File: src/rtl/bcd_time_counter_if.sv
// Control and display bus of the clock time-keeping core.
// Signals:
//   en, set_mode, inc_min, inc_hour   : controls into the time counter
//   min_lo, min_hi, hour_lo, hour_hi  : BCD digits HH:MM toward the digit mux
//   sec_tick, colon                   : 1 Hz tick pulse and colon segment enable
// master drives the controls and reads the display; slave is the counter itself.
interface bcd_time_counter_if;
  logic       en;
  logic       set_mode;
  logic       inc_min;
  logic       inc_hour;
  logic [3:0] min_lo;
  logic [3:0] min_hi;
  logic [3:0] hour_lo;
  logic [3:0] hour_hi;
  logic       sec_tick;
  logic       colon;

  modport master (
    output en, set_mode, inc_min, inc_hour,
    input  min_lo, min_hi, hour_lo, hour_hi, sec_tick, colon
  );

  modport slave (
    input  en, set_mode, inc_min, inc_hour,
    output min_lo, min_hi, hour_lo, hour_hi, sec_tick, colon
  );
endinterface

File: src/rtl/bcd_time_counter.sv
// Time-keeping core: 1 Hz prescaler, cascaded BCD seconds/minutes/hours,
// manual set mode and colon blink.
// Ports:
//   clk  : system clock, CLK_HZ cycles per second
//   rst  : synchronous active-high reset (time 00:00:00, colon on)
//   bus  : slave side of bcd_time_counter_if (controls in, digits/tick/colon out)
module bcd_time_counter #(
  parameter int unsigned CLK_HZ = 50000000
) (
  input  logic                clk,
  input  logic                rst,
  bcd_time_counter_if.slave   bus
);

  localparam int unsigned PW   = $clog2(CLK_HZ);
  localparam logic [PW-1:0] TERM = PW'(CLK_HZ - 1);
  localparam logic [PW-1:0] HALF = PW'(CLK_HZ / 2);

  logic [PW-1:0] presc, presc_n;
  logic [3:0]    sec_lo, sec_lo_n, sec_hi, sec_hi_n;
  logic [3:0]    min_lo, min_lo_n, min_hi, min_hi_n;
  logic [3:0]    hour_lo, hour_lo_n, hour_hi, hour_hi_n;
  logic          sec_tick, sec_tick_n;
  logic          colon, colon_n;

  logic tick_c, sec_carry_c, min_carry_c, min_step_c, hour_step_c;

  // Carry chain; in set mode the minute/hour steps come from the pulses instead
  always_comb begin
    tick_c      = bus.en && !bus.set_mode && (presc == TERM);
    sec_carry_c = tick_c && (sec_lo == 4'd9) && (sec_hi == 4'd5);
    min_carry_c = sec_carry_c && (min_lo == 4'd9) && (min_hi == 4'd5);
    min_step_c  = bus.set_mode ? bus.inc_min  : sec_carry_c;
    hour_step_c = bus.set_mode ? bus.inc_hour : min_carry_c;
  end

  // Next-state values for prescaler, digits, tick and colon
  always_comb begin
    presc_n    = presc;
    sec_lo_n   = sec_lo;
    sec_hi_n   = sec_hi;
    min_lo_n   = min_lo;
    min_hi_n   = min_hi;
    hour_lo_n  = hour_lo;
    hour_hi_n  = hour_hi;
    sec_tick_n = 1'b0;
    colon_n    = colon;

    if (bus.set_mode) begin
      presc_n  = '0;
      sec_lo_n = 4'd0;
      sec_hi_n = 4'd0;
      colon_n  = 1'b1;
    end else if (bus.en) begin
      presc_n    = tick_c ? '0 : presc + PW'(1);
      colon_n    = (presc_n < HALF);
      sec_tick_n = tick_c;
      if (tick_c) begin
        if (sec_lo == 4'd9) begin
          sec_lo_n = 4'd0;
          sec_hi_n = (sec_hi == 4'd5) ? 4'd0 : sec_hi + 4'd1;
        end else begin
          sec_lo_n = sec_lo + 4'd1;
        end
      end
    end

    // Minutes wrap 59 -> 00; the hour carry is handled separately
    if (min_step_c) begin
      if (min_lo == 4'd9) begin
        min_lo_n = 4'd0;
        min_hi_n = (min_hi == 4'd5) ? 4'd0 : min_hi + 4'd1;
      end else begin
        min_lo_n = min_lo + 4'd1;
      end
    end

    // Hours: 23 -> 00, otherwise units wrap 9 -> 0 into tens
    if (hour_step_c) begin
      if ((hour_hi == 4'd2) && (hour_lo == 4'd3)) begin
        hour_lo_n = 4'd0;
        hour_hi_n = 4'd0;
      end else if (hour_lo == 4'd9) begin
        hour_lo_n = 4'd0;
        hour_hi_n = hour_hi + 4'd1;
      end else begin
        hour_lo_n = hour_lo + 4'd1;
      end
    end
  end

  always_ff @(posedge clk) begin
    if (rst) begin
      presc    <= '0;
      sec_lo   <= 4'd0;
      sec_hi   <= 4'd0;
      min_lo   <= 4'd0;
      min_hi   <= 4'd0;
      hour_lo  <= 4'd0;
      hour_hi  <= 4'd0;
      sec_tick <= 1'b0;
      colon    <= 1'b1;
    end else begin
      presc    <= presc_n;
      sec_lo   <= sec_lo_n;
      sec_hi   <= sec_hi_n;
      min_lo   <= min_lo_n;
      min_hi   <= min_hi_n;
      hour_lo  <= hour_lo_n;
      hour_hi  <= hour_hi_n;
      sec_tick <= sec_tick_n;
      colon    <= colon_n;
    end
  end

  assign bus.min_lo   = min_lo;
  assign bus.min_hi   = min_hi;
  assign bus.hour_lo  = hour_lo;
  assign bus.hour_hi  = hour_hi;
  assign bus.sec_tick = sec_tick;
  assign bus.colon    = colon;

endmodule

File: src/flat_wrapper.sv
// flat-port wrapper written by rule: the top's interface ports become plain ports
module bcd_time_counter_flat 
#(
  parameter int unsigned CLK_HZ = 50000000
)
  (clk, rst, bus_en, bus_set_mode, bus_inc_min, bus_inc_hour, bus_min_lo, bus_min_hi, bus_hour_lo, bus_hour_hi, bus_sec_tick, bus_colon);
  bcd_time_counter_if bus_i ();
  input  logic clk;
  input  logic rst;
  input wire logic [$bits(bus_i.en)-1:0] bus_en;
  input wire logic [$bits(bus_i.set_mode)-1:0] bus_set_mode;
  input wire logic [$bits(bus_i.inc_min)-1:0] bus_inc_min;
  input wire logic [$bits(bus_i.inc_hour)-1:0] bus_inc_hour;
  output wire logic [$bits(bus_i.min_lo)-1:0] bus_min_lo;
  output wire logic [$bits(bus_i.min_hi)-1:0] bus_min_hi;
  output wire logic [$bits(bus_i.hour_lo)-1:0] bus_hour_lo;
  output wire logic [$bits(bus_i.hour_hi)-1:0] bus_hour_hi;
  output wire logic [$bits(bus_i.sec_tick)-1:0] bus_sec_tick;
  output wire logic [$bits(bus_i.colon)-1:0] bus_colon;
  assign bus_i.en = bus_en;
  assign bus_i.set_mode = bus_set_mode;
  assign bus_i.inc_min = bus_inc_min;
  assign bus_i.inc_hour = bus_inc_hour;
  assign bus_min_lo = bus_i.min_lo;
  assign bus_min_hi = bus_i.min_hi;
  assign bus_hour_lo = bus_i.hour_lo;
  assign bus_hour_hi = bus_i.hour_hi;
  assign bus_sec_tick = bus_i.sec_tick;
  assign bus_colon = bus_i.colon;
  bcd_time_counter #(.CLK_HZ(CLK_HZ)) u_core (.clk(clk), .rst(rst), .bus(bus_i));
endmodule
File: config.mk
export PLATFORM = sky130hd
export DESIGN_NAME = bcd_time_counter_flat
export DESIGN_NICKNAME = d
export VERILOG_FILES = /design/src/rtl/bcd_time_counter_if.sv /design/src/rtl/bcd_time_counter.sv /design/src/flat_wrapper.sv
export SDC_FILE = /design/constraint.sdc
export NUM_CORES = 1
export LEC_CHECK = 0
export ABC_CLOCK_PERIOD_IN_PS = 2400
export BUFFER_PORTS_ARGS = -buffer_cell sky130_fd_sc_hd__buf_2
export CORE_MARGIN = 3
export CORE_UTILIZATION = 35
export CTS_CLUSTER_DIAMETER = 150
export DETAILED_ROUTE_END_ITERATION = 7
export GPL_ROUTABILITY_DRIVEN = 0
export HOLD_SLACK_MARGIN = 0.02
export PLACE_DENSITY = 0.51
export SYNTH_ARGS = -nofsm -noshare
export SYNTH_HDL_FRONTEND = slang
export SYNTH_SLANG_ARGS = --single-unit
File: constraint.sdc
create_clock -name clk -period 2.4 [get_ports clk]
set_input_delay 0.48 -clock clk [delete_from_list [all_inputs] [get_ports clk]]
set_output_delay 0.48 -clock clk [all_outputs]
set_load 0.05 [all_outputs]
# Word level (Yosys, flattened, before mapping)

Index checks and enable logic that the tools add are counted.

Multiplexer cells: 11
Reduce and logical (&&, ||, !) cells: 15
Bitwise operators: 1
Magnitude comparators: 1
Equality and inequality tests: 8
Add/subtract/negate cells: 7

Operators with widths:

| kind                                                                    | number |
|---|---|
| 4-bit two-way mux                                                       | 8 |
| 26-bit by 1-bit adder with 26-bit output (second input constant)        | 1 |
| 26-bit equality test (second input constant)                            | 1 |
| 26-bit by 25-bit < comparator with 1-bit output (second input constant) | 1 |
| 26-bit two-way mux                                                      | 1 |
| 4-bit by 1-bit adder with 4-bit output (second input constant)          | 6 |
| 4-bit equality test (second input constant)                             | 3 |
| 4-bit by 2-bit equality test with 1-bit output (second input constant)  | 2 |
| 4-bit by 3-bit equality test with 1-bit output (second input constant)  | 2 |
| 1-bit logical AND                                                       | 7 |
| 2-bit AND reduction                                                     | 3 |
| 3-bit AND reduction                                                     | 1 |
| 3-bit OR reduction                                                      | 1 |
| 1-bit two-way mux                                                       | 2 |
| 2-bit nonzero test                                                      | 1 |
| 2-bit OR reduction                                                      | 1 |
| 1-bit zero test                                                         | 1 |
| 1-bit NOT                                                               | 1 |

Logic and storage cells: 52
Input port bits: 6
Output and inout port bits: 18
Register bits: 52

# Logic depth before layout (Yosys ltp)

Gate-level depths: netlist of the first run.

Depth in word-level cells: 9
Depth in mapped cells: 9
Gate-level depth less buffers: 8

# Least setup slack after synthesis of the first run

OpenSTA, ideal clock, no wires.

Kind: input to register
Start point: input bus_en
End point: register u_core.hour_hi[3], in the netlist u_core.bus.hour_hi[3]
Required time: 2.330 ns
Path buffers: 2
Slack: 0.100 ns
Setup time: 0.070 ns
Arrival: 2.230 ns
Cell stages on the path: 9
Cell sequence: buf_2 > nand3_1 > or3_4 > nor4_4 > a22o_1 > buf_6 > nand2_4 > or3_1 > a21oi_1

Cells in the longest elaborated chain, start to end: 8

RTL lines:

| what                                 | RTL line                | source |
|---|---|---|
| from (decl)                          | flat_wrapper.sv:10      | `input wire logic [$bits(bus_i.en)-1:0] bus_en;` |
| 1-bit logical AND (2 in a row)       | bcd_time_counter.sv:30  | `tick_c = bus.en && !bus.set_mode && (presc == TERM);` |
| 1-bit logical AND (2 in a row)       | bcd_time_counter.sv:31  | `sec_carry_c = tick_c && (sec_lo == 4'd9) && (sec_hi == 4'd5);` |
| 1-bit logical AND (2 in a row)       | bcd_time_counter.sv:32  | `min_carry_c = sec_carry_c && (min_lo == 4'd9) && (min_hi == 4'd5);` |
| 1-bit two-way mux                    | bcd_time_counter.sv:34  | `hour_step_c = bus.set_mode ? bus.inc_hour : min_carry_c;` |
| 2-bit AND reduction (no source line) | n/a                     |  |
| to (signal assigned)                 | bcd_time_counter.sv:110 | `hour_hi <= hour_hi_n;` |
| to (decl)                            | bcd_time_counter.sv:22  | `logic [3:0] hour_lo, hour_lo_n, hour_hi, hour_hi_n;` |

No other way between the ends.
A chain may end at the register's enable or synchronous reset.

# Worst setup path in the final report of the first run

Start point: register u_core.presc[15]
End point: register u_core.hour_hi[3], in the netlist u_core.bus.hour_hi[3]

Cells in the longest elaborated chain, start to end: 8

RTL lines:

| what                                 | RTL line                | source |
|---|---|---|
| from (decl)                          | bcd_time_counter.sv:19  | `logic [PW-1:0] presc, presc_n;` |
| from (signal assigned)               | bcd_time_counter.sv:104 | `presc <= presc_n;` |
| 26-bit equality test                 | bcd_time_counter.sv:30  |  |
| 1-bit logical AND                    | bcd_time_counter.sv:30  |  |
| 1-bit logical AND (2 in a row)       | bcd_time_counter.sv:31  |  |
| 1-bit logical AND (2 in a row)       | bcd_time_counter.sv:32  |  |
| 1-bit two-way mux                    | bcd_time_counter.sv:34  |  |
| 2-bit AND reduction (no source line) | n/a                     |  |

No other way between the ends.

==> results_dict.tcl, run 1 <==
set metrics [dict create \
    outcome "complete, no violations" \
    grt_overflow 0 \
    cp-end-kind "flip-flop" \
    ys_seq_elements 52 \
    syn_inst 381 \
    cp_top_family "simple AND/OR/NAND/NOR gates" \
    synthArstFlopShare_pct 0 \
    cts_buffers 5 \
    antenna_found_initial 0 \
    nets 436 \
    core_um2 7970 \
    tightest_slew_ps 411 \
    drc_errors 0 \
    peakVddDrop_v 0.000227 \
    synthFlopType "dfxtp_1" \
    min_period_ps 2190 \
    max-clock-path-buffers 2 \
    grt_max_degree 31 \
    path_max_fanout 11 \
    grt_pass1_vias 2686 \
    crit_path_cell_trace "and4b_1, nand4_1, nor4_4, a22o_1, nand2_4, or3_1, a21oi_1" \
    dp_hpwl_mm 5.60 \
    cts.sink_count 52 \
    syn_to_final_growth_pct 17.6 \
    ios 24 \
    antenna_left 0 \
    drt-pass1-iter-count 4 \
    skew_ps 5.66 \
    powerDensity_nw_per_um2 454 \
    clock_latency_ps 310 \
    finalSetupViolCount 0 \
    worstPathArrival_ps 2440 \
    synth_fp_nets 392 \
    track_usage_pct 16.3 \
    cts_root_buf "clkbuf_8" \
    critPathRequiredTime_ps 2650 \
    routedWlPerCell_um 14.5 \
    routed_wl_mm 7.67 \
    cp-start-kind "flip-flop" \
    synth_area_leader_cell "dfxtp_1" \
    cp_slowest_cell "dfxtp_1" \
    syn_avg_cell_area_um2 7.80 \
    die_h_um 98.2 \
    final_common_cell "dfxtp_1" \
    grt_pass1_wl_mm 13.1 \
    yosys_warnings 0 \
    drt_iter0_markers 140 \
    final-max-slew-violation-count 0 \
    rsz0062_at_grt "false" \
    critical_path_buf_inv_count 0 \
    reg2reg_slack_ps 210 \
    die_w_um 98.2 \
    timing.final.hold_violations 0 \
    max_stage_delay_ps 520 \
    via_count 2855 \
    min_path_type "reg2reg" \
    port_buffers 23 \
    via_per_inst 5.41 \
    die_area_um2 9640 \
    path_clk_slew_ps 100 \
    synth_edf_count 0 \
    yosysSeqAreaShare_pct 35.0 \
    finalCritPeriodShare_pct 91.1 \
    cts_tree "done" \
    synth_top_cell_area_share_pct 35.0 \
    fin_setup_tns_ps 0 \
    clock.fmax_mhz 457 \
    synth_cell_type_count 54 \
    synthesis.area_um2 2970 \
    ys_top_cells_by_area "dfxtp_1, nor2_1, a21oi_1" \
    drive_gt1_share_pct 18.3 \
    initial_core_util_pct 37.3 \
    max_cap_viol_count 0 \
    n_antenna_cell 0 \
    rows 32 \
    ctsHtreeMaxLevel 2 \
    hold_buffers 0 \
    dp_slack_ps 57.4 \
    critical_path_class "reg2reg" \
    maxSlewHeadroom_pct 71.9 \
    total_leakage_power_nw 1.26 \
    fin_ws_ps 213 \
    final_cell_mix "dfxtp_1, nor2_1, nand2_1" \
]
-- final timing paths --
check | start | endpoint | cells after the start
hold / removal | u_core.sec_lo[0]$_SDFFE_PP0P_ | u_core.sec_lo[0]$_SDFFE_PP0P_ | 2
setup / recovery | u_core.presc[15]$_SDFFE_PP0P_ | u_core.bus.hour_hi[3]$_SDFFE_PP0P_ | 7
setup reg to reg | u_core.presc[15]$_SDFFE_PP0P_ | u_core.bus.hour_hi[3]$_SDFFE_PP0P_ | 7
hold reg to reg | u_core.sec_lo[0]$_SDFFE_PP0P_ | u_core.sec_lo[0]$_SDFFE_PP0P_ | 2
-- layout make-up --
cell class | count | area (um^2)
clock buffers | 6 | 72.6
clock inverters | 2 | 35.0
fillers | 836 | 4470
inverters | 10 | 37.5
multi-input cells | 299 | 1810
flip-flops and latches | 52 | 1040
well taps | 102 | 128
repair buffers | 57 | 370
-- stage by stage --
stage | instances | power, mW | util (%) | hold WS, ps | area, um^2
after floorplan | 381 | 0.959 | - | 445 | 2970
after global placement | 520 | 0.991 | 42.3 | 472 | 3370
after detailed placement | 520 | 0.992 | 42.3 | 479 | 3370
after CTS | 528 | 1.61 | 43.7 | 497 | 3480
after global routing | 528 | 1.65 | 43.9 | 509 | 3490
final | 528 | 1.59 | 43.9 | 489 | 3490
-- cells in the mapped netlist, types with 5 or more instances --
| library cell | instances |
|---|---|
| and3_1 | 9 |
| nor3b_1 | 6 |
| ha_1 | 5 |
| nor3_1 | 7 |
| nor4_1 | 6 |
| nand2b_1 | 5 |
| or3_1 | 9 |
| nand2_1 | 36 |
| nand4_1 | 11 |
| xor2_1 | 13 |
| clkbuf_1 | 13 |
| xnor2_1 | 13 |
| inv_1 | 10 |
| o21ai_0 | 16 |
| a21oi_1 | 31 |
| nand3_1 | 24 |
| dfxtp_1 | 52 |
| nor2_1 | 49 |
-- routing by layer --
layer	part of all wire (%)	track usage (%)	wire length, um	vias up
met3	4.3	2.86	327	11
met1	49	23.0	3790	1352
met5	0	0	0	-
met4	1.4	4.62	104	0
met2	45	25.7	3450	47
li1	-	-	-	1445
-- tightest hold or removal path, cell delays in order (launching register included) --
cell and delay [ps]:
dfxtp_1 340, nand2_1 60, a21oi_1 50
-- sequential cells by signal (all words and copies together), names as in the netlist --
signal,cells
u_core.bus.hour_hi,4
u_core.bus.min_hi,4
u_core.presc,26
u_core.bus.hour_lo,4
u_core.sec_hi,4
u_core.bus.sec_tick,1
u_core.bus.colon,1
u_core.bus.min_lo,4
u_core.sec_lo,4
-- cells by family (layout without fill, tap and decap cells) --
logic type,after synthesis,in the layout,share of synthesized area [%]
AOI/OAI and AO/OA,75,75,14.9
xor gates and xnor gates,26,26,7.66
adders and majority gates,5,5,2.10
buffers and inverters,30,75,4.59
DFF,52,52,35.0
muxes,4,4,1.39
and+or+nand+nor,189,189,34.3
-- power breakdown --
group	switching (mW)	internal (mW)	leakage [nW]	total (mW)
Combinational	0.0647	0.0289	0.783	0.0935
Sequential	0.00889	0.869	0.420	0.878
Clock	0.304	0.310	0.0552	0.615
Total	0.378	1.21	1.26	1.59
-- timing repair --
item,CTS,global route
resized for setup,0,3
setup endpoints to repair,0,11
endpoints found under the hold margin,0,0
setup buffers,0,0
Power figures use the tool's default switching activity.
==> run 2, diff against run 1 <==
Settings changed: CTS_BUF_LIST set to sky130_fd_sc_hd__clkbuf_4 sky130_fd_sc_hd__clkbuf_8 sky130_fd_sc_hd__clkbuf_16.
==> run 2 against run 1 <==
  * Sequential power is essentially flat
  * Sequential share of layout area about the same
  * Worst hold slack about the same
  * Sequential cell count unchanged
  * Count of clock-buffer cells in the layout unchanged
  * Critical path depth stayed put
  * Design area increased by 0.11%
  * Non-clock buffer count stayed put
  * Global-route usage unchanged
  * Routed wire length about the same
  * Register-to-register slack lost 30 ps
  * Critical path type unchanged
==> results_dict.tcl, run 2 (synthesized netlist as in run 1, its figures left out) <==
set metrics [dict create \
    critical_path_class "reg2reg" \
    holdPathStages 2 \
    cts_tree "done" \
    die_area_um2 9640 \
    instances_no_fill 528 \
    die_h_um 98.2 \
    largest_reg_flops 26 \
    routed_wl_mm 7.68 \
    hold_buffers 0 \
    core_um2 7970 \
    routedWlPerCell_um 14.5 \
    min_path_type "reg2reg" \
    grt_pass1_wl_mm 13.1 \
    cp-end-kind "flip-flop" \
    outcome "complete, no violations" \
    track_usage_pct 16.3 \
    finalPower_mw 1.60 \
    max_cap_viol_count 0 \
    skew_ps 5.52 \
    peakVddDrop_v 0.000227 \
    tightest_slew_ps 411 \
    dp_cells 520 \
    min_period_ps 2220 \
    r2r_start "u_core.presc[15]$_SDFFE_PP0P_" \
    grt_pass1_vias 2687 \
    powerDensity_nw_per_um2 456 \
    timing.final.hold_violations 0 \
    grt_busiest_layer "met2" \
    cp-start-kind "flip-flop" \
    maxSlewHeadroom_pct 71.9 \
    use_met3_pct 2.86 \
    rows 32 \
    reg2reg_depth 7 \
    initial_core_util_pct 37.3 \
    grt_max_degree 31 \
    reg2reg_to "u_core.bus.hour_hi[3]$_SDFFE_PP0P_" \
    rsz0062_at_grt "false" \
    global_route.usage.met2_pct 25.7 \
    antenna_left 0 \
    path_max_fanout 11 \
    clock_latency_ps 310 \
    via_per_inst 5.44 \
    n_antenna_cell 0 \
    path_clk_slew_ps 100 \
    antenna_found_initial 0 \
    regMostFlops "u_core.presc" \
    cts.sink_count 52 \
    finalCritPeriodShare_pct 92.4 \
    finalSetupViolCount 0 \
    syn_to_final_growth_pct 17.7 \
    total_leakage_power_nw 1.26 \
    clock.fmax_mhz 451 \
    max-clock-path-buffers 2 \
    cp-startpoint "u_core.presc[15]$_SDFFE_PP0P_" \
    worstPathArrival_ps 2470 \
    nFillCells 834 \
    ctsHtreeMaxLevel 2 \
    grt_overflow 0 \
    critPathRequiredTime_ps 2650 \
    cts_buffers 5 \
    port_buffers 23 \
    final-max-slew-violation-count 0 \
    drive_gt1_share_pct 18.5 \
    fin_setup_tns_ps 0 \
    drc_errors 0 \
    dp_hpwl_mm 5.60 \
    die_w_um 98.2 \
    nets 436 \
    via_count 2872 \
    final_common_cell "dfxtp_1" \
    drt_iter0_markers 150 \
    crit_end "u_core.bus.hour_hi[3]$_SDFFE_PP0P_" \
    met1_usage_pct 23.0 \
    drt-pass1-iter-count 4 \
    reg2reg_slack_ps 180 \
    ios 24 \
    cts_root_buf "clkbuf_8" \
    final_cell_mix "dfxtp_1, nor2_1, nand2_1" \
]
## run 2: layout make-up
| type | instances | area, um^2 | share of cell area (%) |
|---|---|---|---|
| Inverter | 10 | 37.5 | 1.07 |
| Sequential cell | 52 | 1040 | 29.8 |
| Clock buffer | 6 | 76.3 | 2.18 |
| Multi-Input combinational cell | 299 | 1810 | 51.8 |
| Timing Repair Buffer | 57 | 370 | 10.6 |
| Tap cell | 102 | 128 | 3.65 |
| Clock inverter | 2 | 35.0 | 1.00 |
## run 2: report_power, final
part	switching (mW)	total (mW)	internal, mW
clock	0.303	0.624	0.322
combinational	0.0646	0.0935	0.0289
sequential	0.00895	0.878	0.869
## run 2: worst min-delay path by stage
stage / slack, ps / from / to
after floorplan: 450 / u_core.sec_lo[0]$_SDFFE_PP0P_ / u_core.sec_lo[0]$_SDFFE_PP0P_
after global placement: 470 / u_core.sec_lo[0]$_SDFFE_PP0P_ / u_core.sec_lo[0]$_SDFFE_PP0P_
after detailed placement: 480 / u_core.sec_lo[0]$_SDFFE_PP0P_ / u_core.sec_lo[0]$_SDFFE_PP0P_
after CTS: 500 / u_core.sec_lo[0]$_SDFFE_PP0P_ / u_core.sec_lo[0]$_SDFFE_PP0P_
after global routing: 510 / rst / u_core.bus.min_hi[1]$_SDFFE_PP0P_
final: 490 / u_core.sec_lo[0]$_SDFFE_PP0P_ / u_core.sec_lo[0]$_SDFFE_PP0P_
## run 2: critical path, cell delays in order, from the launching register on
cell and delay, ps:
dfxtp_1 540, and4b_1 270, nand4_1 200, nor4_4 340, a22o_1 240, nand2_4 80
or3_1 350, a21oi_1 140
## run 2: metal layers
layer  vias to the layer above  routed length (um)
met4                         0                  91
met3                         9                 308
met2                        44                3520
met1                      1375                3750
met5                         -                   0
li1                       1444                   -
## run 2: timing repair
action,in CTS,in global routing
setup endpoints to repair,0,11
setup buffers,0,0
gates resized for setup,0,3
## run 2: through the flow
| stage | utilization [%] | hold slack, ps | area (um^2) | setup WS (ps) |
|---|---|---|---|---|
| floorplan | - | 445 | 2970 | 99.9 |
| global placement | 42.3 | 472 | 3370 | 99.7 |
| detailed placement | 42.3 | 479 | 3370 | 57.4 |
| CTS | 43.7 | 497 | 3480 | 111 |
| global route | 43.9 | 509 | 3500 | 0.0788 |
| finish | 43.9 | 489 | 3500 | 182 |
